[config.mk]
export PLATFORM = sky130hd
export DESIGN_NAME = pipeline_perf_monitor
export DESIGN_NICKNAME = d
export VERILOG_FILES = /design/src/rtl/pipeline_perf_monitor.sv
export SDC_FILE = /design/constraint.sdc
export NUM_CORES = 1
export LEC_CHECK = 0
export BUFFER_PORTS_ARGS = -buffer_cell sky130_fd_sc_hd__buf_4
export CAP_MARGIN = 20
export CORE_MARGIN = 2
export CORE_UTILIZATION = 25
export DETAILED_ROUTE_END_ITERATION = 16
export SYNTH_ARGS = -nofsm -noshare
export SYNTH_HDL_FRONTEND = slang
export SYNTH_SLANG_ARGS = --single-unit
[constraint.sdc]
create_clock -name clk_i -period 4.3 [get_ports clk_i]
set_clock_uncertainty 0.1 [all_clocks]
set_input_delay 0.215 -clock clk_i [delete_from_list [all_inputs] [get_ports clk_i]]
set_output_delay 0.215 -clock clk_i [all_outputs]
set_load 0.05 [all_outputs]
[src/rtl/pipeline_perf_monitor.sv]
// Run-cycle / pipeline-event monitor with a cycle budget, last retired PC tracking,
// and a 4-phase snapshot handshake that freezes all counts into shadow registers.
module pipeline_perf_monitor #(
  parameter int CNT_W      = 32,
  parameter int N_EVT      = 2,
  parameter int PC_W       = 32,
  parameter int MAX_CYCLES = 30,
  localparam int SEL_W     = $clog2(N_EVT + 2) + 1
) (
  input  logic             clk_i,
  input  logic             rst_i,
  input  logic             start_i,
  input  logic             clear_i,
  input  logic [N_EVT-1:0] evt_i,
  input  logic [PC_W-1:0]  pc_i,
  input  logic             snap_req_i,
  output logic             snap_ack_o,
  input  logic [SEL_W-1:0] rd_sel_i,
  output logic [CNT_W-1:0] rd_data_o,
  output logic             run_o,
  output logic             halt_o,
  output logic [N_EVT-1:0] ovf_o
);

  typedef enum logic [1:0] {
    S_IDLE = 2'd0,
    S_RUN  = 2'd1,
    S_HALT = 2'd2
  } state_e;

  localparam logic [CNT_W-1:0] CNT_MAX    = {CNT_W{1'b1}};
  localparam logic [CNT_W-1:0] BUDGET     = CNT_W'(MAX_CYCLES);
  localparam bit               HAS_BUDGET = (MAX_CYCLES != 0);

  state_e             state_q, state_d;
  logic [CNT_W-1:0]   cyc_q, cyc_d;
  logic [CNT_W-1:0]   evt_q [N_EVT];
  logic [CNT_W-1:0]   evt_d [N_EVT];
  logic [PC_W-1:0]    pc_q, pc_d;
  logic [N_EVT-1:0]   ovf_q, ovf_d;
  logic [CNT_W-1:0]   sh_cyc_q;
  logic [CNT_W-1:0]   sh_evt_q [N_EVT];
  logic [PC_W-1:0]    sh_pc_q;
  logic               ack_q;
  logic [CNT_W-1:0]   rd_q, rd_d;
  logic               snap_fire_s;

  // Live counter update and FSM next state; clear overrides everything else.
  always_comb begin
    state_d = state_q;
    cyc_d   = cyc_q;
    evt_d   = evt_q;
    pc_d    = pc_q;
    ovf_d   = ovf_q;
    if (state_q == S_RUN) begin
      if (cyc_q != CNT_MAX) begin
        cyc_d = cyc_q + CNT_W'(1);
      end else begin
        cyc_d = cyc_q;
      end
      for (int k = 0; k < N_EVT; k++) begin
        if (evt_i[k] && (evt_q[k] == CNT_MAX)) begin
          ovf_d[k] = 1'b1;
        end else if (evt_i[k]) begin
          evt_d[k] = evt_q[k] + CNT_W'(1);
        end else begin
          evt_d[k] = evt_q[k];
        end
      end
      pc_d = pc_i;
    end else begin
      pc_d = pc_q;
    end

    case (state_q)
      S_IDLE: begin
        if (start_i) state_d = S_RUN;
        else         state_d = S_IDLE;
      end
      S_RUN: begin
        if (HAS_BUDGET && (cyc_d == BUDGET)) state_d = S_HALT;
        else if (!start_i)                   state_d = S_IDLE;
        else                                 state_d = S_RUN;
      end
      S_HALT:  state_d = S_HALT;
      default: state_d = S_IDLE;
    endcase

    if (clear_i) begin
      state_d = S_IDLE;
      cyc_d   = '0;
      pc_d    = '0;
      ovf_d   = '0;
      for (int k = 0; k < N_EVT; k++) evt_d[k] = '0;
    end else begin
      ovf_d = ovf_d;
    end
  end

  assign snap_fire_s = snap_req_i & ~ack_q;

  // Readout mux over the frozen shadows.
  always_comb begin
    rd_d = '0;
    if (rd_sel_i == '0) begin
      rd_d = sh_cyc_q;
    end else if (rd_sel_i == SEL_W'(N_EVT + 1)) begin
      rd_d = CNT_W'(sh_pc_q);
    end else begin
      for (int k = 0; k < N_EVT; k++) begin
        if (rd_sel_i == SEL_W'(k + 1)) rd_d = sh_evt_q[k];
        else                           rd_d = rd_d;
      end
    end
  end

  // All state; shadows load only on the first request cycle of a handshake.
  always_ff @(posedge clk_i or negedge rst_i) begin
    if (!rst_i) begin
      state_q  <= S_IDLE;
      cyc_q    <= '0;
      pc_q     <= '0;
      ovf_q    <= '0;
      sh_cyc_q <= '0;
      sh_pc_q  <= '0;
      ack_q    <= 1'b0;
      rd_q     <= '0;
      for (int k = 0; k < N_EVT; k++) begin
        evt_q[k]    <= '0;
        sh_evt_q[k] <= '0;
      end
    end else begin
      state_q <= state_d;
      cyc_q   <= cyc_d;
      evt_q   <= evt_d;
      pc_q    <= pc_d;
      ovf_q   <= ovf_d;
      ack_q   <= snap_req_i;
      rd_q    <= rd_d;
      if (snap_fire_s) begin
        sh_cyc_q <= cyc_d;
        sh_evt_q <= evt_d;
        sh_pc_q  <= pc_d;
      end else begin
        sh_cyc_q <= sh_cyc_q;
      end
    end
  end

  assign run_o      = (state_q == S_RUN);
  assign halt_o     = (state_q == S_HALT);
  assign snap_ack_o = ack_q;
  assign rd_data_o  = rd_q;
  assign ovf_o      = ovf_q;

endmodule
==> results.md <==
* Wire per inst at 16.99 um
* Ys Warns at 0
* Detailed-route wire length at 34570 um
* Diode count at 0
* Starting Density at 25.44%
* Final worst slack at 0.7807 ns
* Highest-delay cell along the critical path: nor4_1
* Sequential area share after synthesis at 55.84%
* Rows at 83
* Setup Viol. Count Final at 0
* Crit path kind: reg2reg
* DRC at 0
* CTS tree: yes
* Asr flop ratio synth at 100.0%
* Minimum clock period at 3.519 ns
* # clock sinks at 293
* FMAX at 0.2841 GHz
* CTS Buf Count at 31
* Met2 Use GR at 22.11%
* Post-Syn Area at 13130 um^2
* PwrDens at 374.2 nW/um^2
* # Post-CTS Setup Buffers at 0
* Worst-margin pin slew at 1.055 ns
* Initial antenna violation count at 2
* Die W at 233.2 um
* Grt peak-use layer: met2
* Die area at 54370 um^2
* Pins over their slew limit at 0
* Placed wire-length estimate at 23800 um
* Hold buffer count at CTS at 45
* GR Util met1 at 16.86%
* Cts repair resizes at 0
* Max-slew headroom at 29.68%
* HP Class: in2async
* CP Launch Type: flip-flop
* First-pass GRT wire length at 55060 um
* Fraction of layout cells with a size suffix above 1 at 16.53%
* Final Cycle Share at 81.85%
* Syn Inst Count at 1236
* Total Neg Setup Slack at 0 ns
* Largest net degree at the start of global routing at 117
* Vias in the first global route at 9760
* Global route overflow at 0
* CP Capture Type: flip-flop
* Clock Tree Buf Depth at 3
* Post-place setup slack at 0.9365 ns
* Status: finished, final reports clean
* Drt pass-1 iters at 5
* Synth Area per Inst at 10.62 um^2
* M3 GR Usage at 1.782%
* Unrepaired setup endpoints after global routing: false
* Final net count at 1380
* Synth Register Bits at 293
* Worst VDD drop at 0.2132 mV
* Number of synthesized flops with an enable pin at 0
* H-tree depth at 1
* Syn nets at 1281
* Count of cell types in the netlist at 50
* Die H at 233.2 um
* Max FO, Critical Path at 9
* Leakage at 6.886 nW
* CP max stage delay at 0.62 ns
* Final hold viol count at 0
* Via density at 4.655
* Max cap viols at 0
* Overall Global Routing Usage at 12.84%
* Critical path arrival at 3.89 ns
* Fill cell count at 5223
* Clk slew on worst S/H paths at 0.07 ns
* Root Driver: clkbuf_16
* Via Count at 9472
* PortBufs at 78
* Required time worst endpoint at 4.67 ns
* Placer Congestion at 0.9050
* DRT antenna net count at 0
* DR iter-0 viols at 538
* Crit-path cells: ha_1, nand4_1, nor4_1, o2111ai_2, xor2_1, nor4b_2, nand4bb_1, or4_1, o32ai_2
* Clk_lat worst skew at 0.56 ns
* I/O pins at 79
* Worst r2r path cells at 9
* Layout overhead on the synthesized area at 21.61%
* Primary FF master, synth: dfrtp_1
* Core Box Area at 51610 um^2
final timing paths:
path / endpoint / slack [ns] / startpoint
min: sh_pc_q[23]$_DFFE_PN0P_ / 0.19 / rst_i
max: state_q[1]$_DFF_PN0_ / 0.78 / cyc_q[0]$_DFF_PN0_
min reg2reg: sh_cyc_q[17]$_DFFE_PN0P_ / 0.38 / sh_cyc_q[17]$_DFFE_PN0P_
max in group asynchronous: evt_q[63]$_DFF_PN0_ / 2.77 / rst_i
min in group clk_i: snap_ack_o$_DFF_PN0_ / 0.24 / snap_req_i
max reg2reg: state_q[1]$_DFF_PN0_ / 0.78 / cyc_q[0]$_DFF_PN0_
cells by family (layout without fill, tap and decap cells):
family	count (synthesis)	count (layout)	share of synthesized area, %
muxes	71	71	8.786
adders and majority gates	3	3	0.2859
xor gates and xnor gates	96	96	6.404
DFF	293	293	55.84
and+or+nand+nor	525	525	18.64
buffers and inverters	87	206	2.554
AOI/OAI and AO/OA	161	161	7.490
layout by cell type, fill, tap and decap left out, types with 10 or more instances in the layout:
| cell type | count |
|---|---|
| and2_1 | 10 |
| nor2_1 | 132 |
| nor2b_1 | 33 |
| xor2_1 | 52 |
| nand3_1 | 42 |
| o21ai_1 | 22 |
| dfrtp_1 | 293 |
| mux4_2 | 32 |
| o21ai_0 | 39 |
| clkbuf_16 | 31 |
| nand2_1 | 204 |
| and3_1 | 14 |
| nand4_1 | 36 |
| dlygate4sd3_1 | 45 |
| xnor2_1 | 44 |
| nor3_1 | 16 |
| o31ai_1 | 40 |
| a21oi_1 | 37 |
| inv_1 | 10 |
| mux2_2 | 34 |
| buf_4 | 94 |
area by class of cell:
class | count | area [um^2] | area share (%)
clock buffers | 40 | 849.6 | 5.320
multi-input cells | 856 | 5470 | 34.26
inverters | 11 | 41.29 | 0.2586
flip-flops and latches | 293 | 7332 | 45.92
clock inverters | 13 | 205.2 | 1.285
repair buffers | 142 | 1219 | 7.632
well taps | 680 | 850.8 | 5.328
critical path: cells and delay by family, from the launching register on:
family                   cells  cell delay, ns
AND/OR/NAND/NOR              5            1.78
flip-flops                   1            0.51
AO/OA/AOI/OAI                2            0.43
adder cells (fa/ha/maj)      1            0.35
XOR/XNOR                     1            0.26
through the flow:
stage | power (mW) | cell area (um^2) | std cells | util, % | hold WS [ns]
2_1_floorplan | 3.050 | 13130 | 1236 | - | -0.1806
6_report | 5.975 | 15970 | 2035 | 30.94 | 0.1923
4_1_cts | 6.054 | 15940 | 2034 | 30.88 | 0.2116
3_3_place_gp | 3.210 | 14440 | 1936 | 27.97 | 0.2471
3_5_place_dp | 3.216 | 14440 | 1936 | 27.97 | 0.2608
5_1_grt | 6.198 | 15970 | 2035 | 30.94 | 0.2264
layer usage:
metal / vias up / wire, um
met1: 4790 / 15360
met4: 4 / 626
met2: 169 / 17170
met3: 44 / 1383
met5: - / 30
li1: 4465 / -
synthesized netlist by cell type, types with 10 or more instances:
library cell,instances,area (um^2)
dfrtp_1,293,7332
nand2_1,204,765.7
nor2_1,132,495.5
clkbuf_1,62,232.7
xor2_1,52,455.4
xnor2_1,44,385.4
nand3_1,42,210.2
o31ai_1,40,300.3
o21ai_0,39,195.2
a21oi_1,37,185.2
nand4_1,36,225.2
mux2_2,34,382.9
nor2b_1,33,206.5
mux4_2,32,720.7
o21ai_1,22,110.1
nor3_1,16,80.08
and3_1,14,87.58
inv_1,11,41.29
and2_1,10,62.56
registers in the layout, indices dropped and copies added, names as in the netlist:
signal	cells
evt_q	64
sh_evt_q	64
cyc_q	32
pc_q	32
rd_data_o	32
sh_cyc_q	32
sh_pc_q	32
ovf_o	2
state_q	2
snap_ack_o	1
power breakdown:
part	internal [mW]	switching, mW
Combinational	0.132	0.224
Clock	1.69	1.10
Sequential	2.81	0.0288
Total	4.62	1.35
Note: power is estimated with default switching activity, not from simulation.
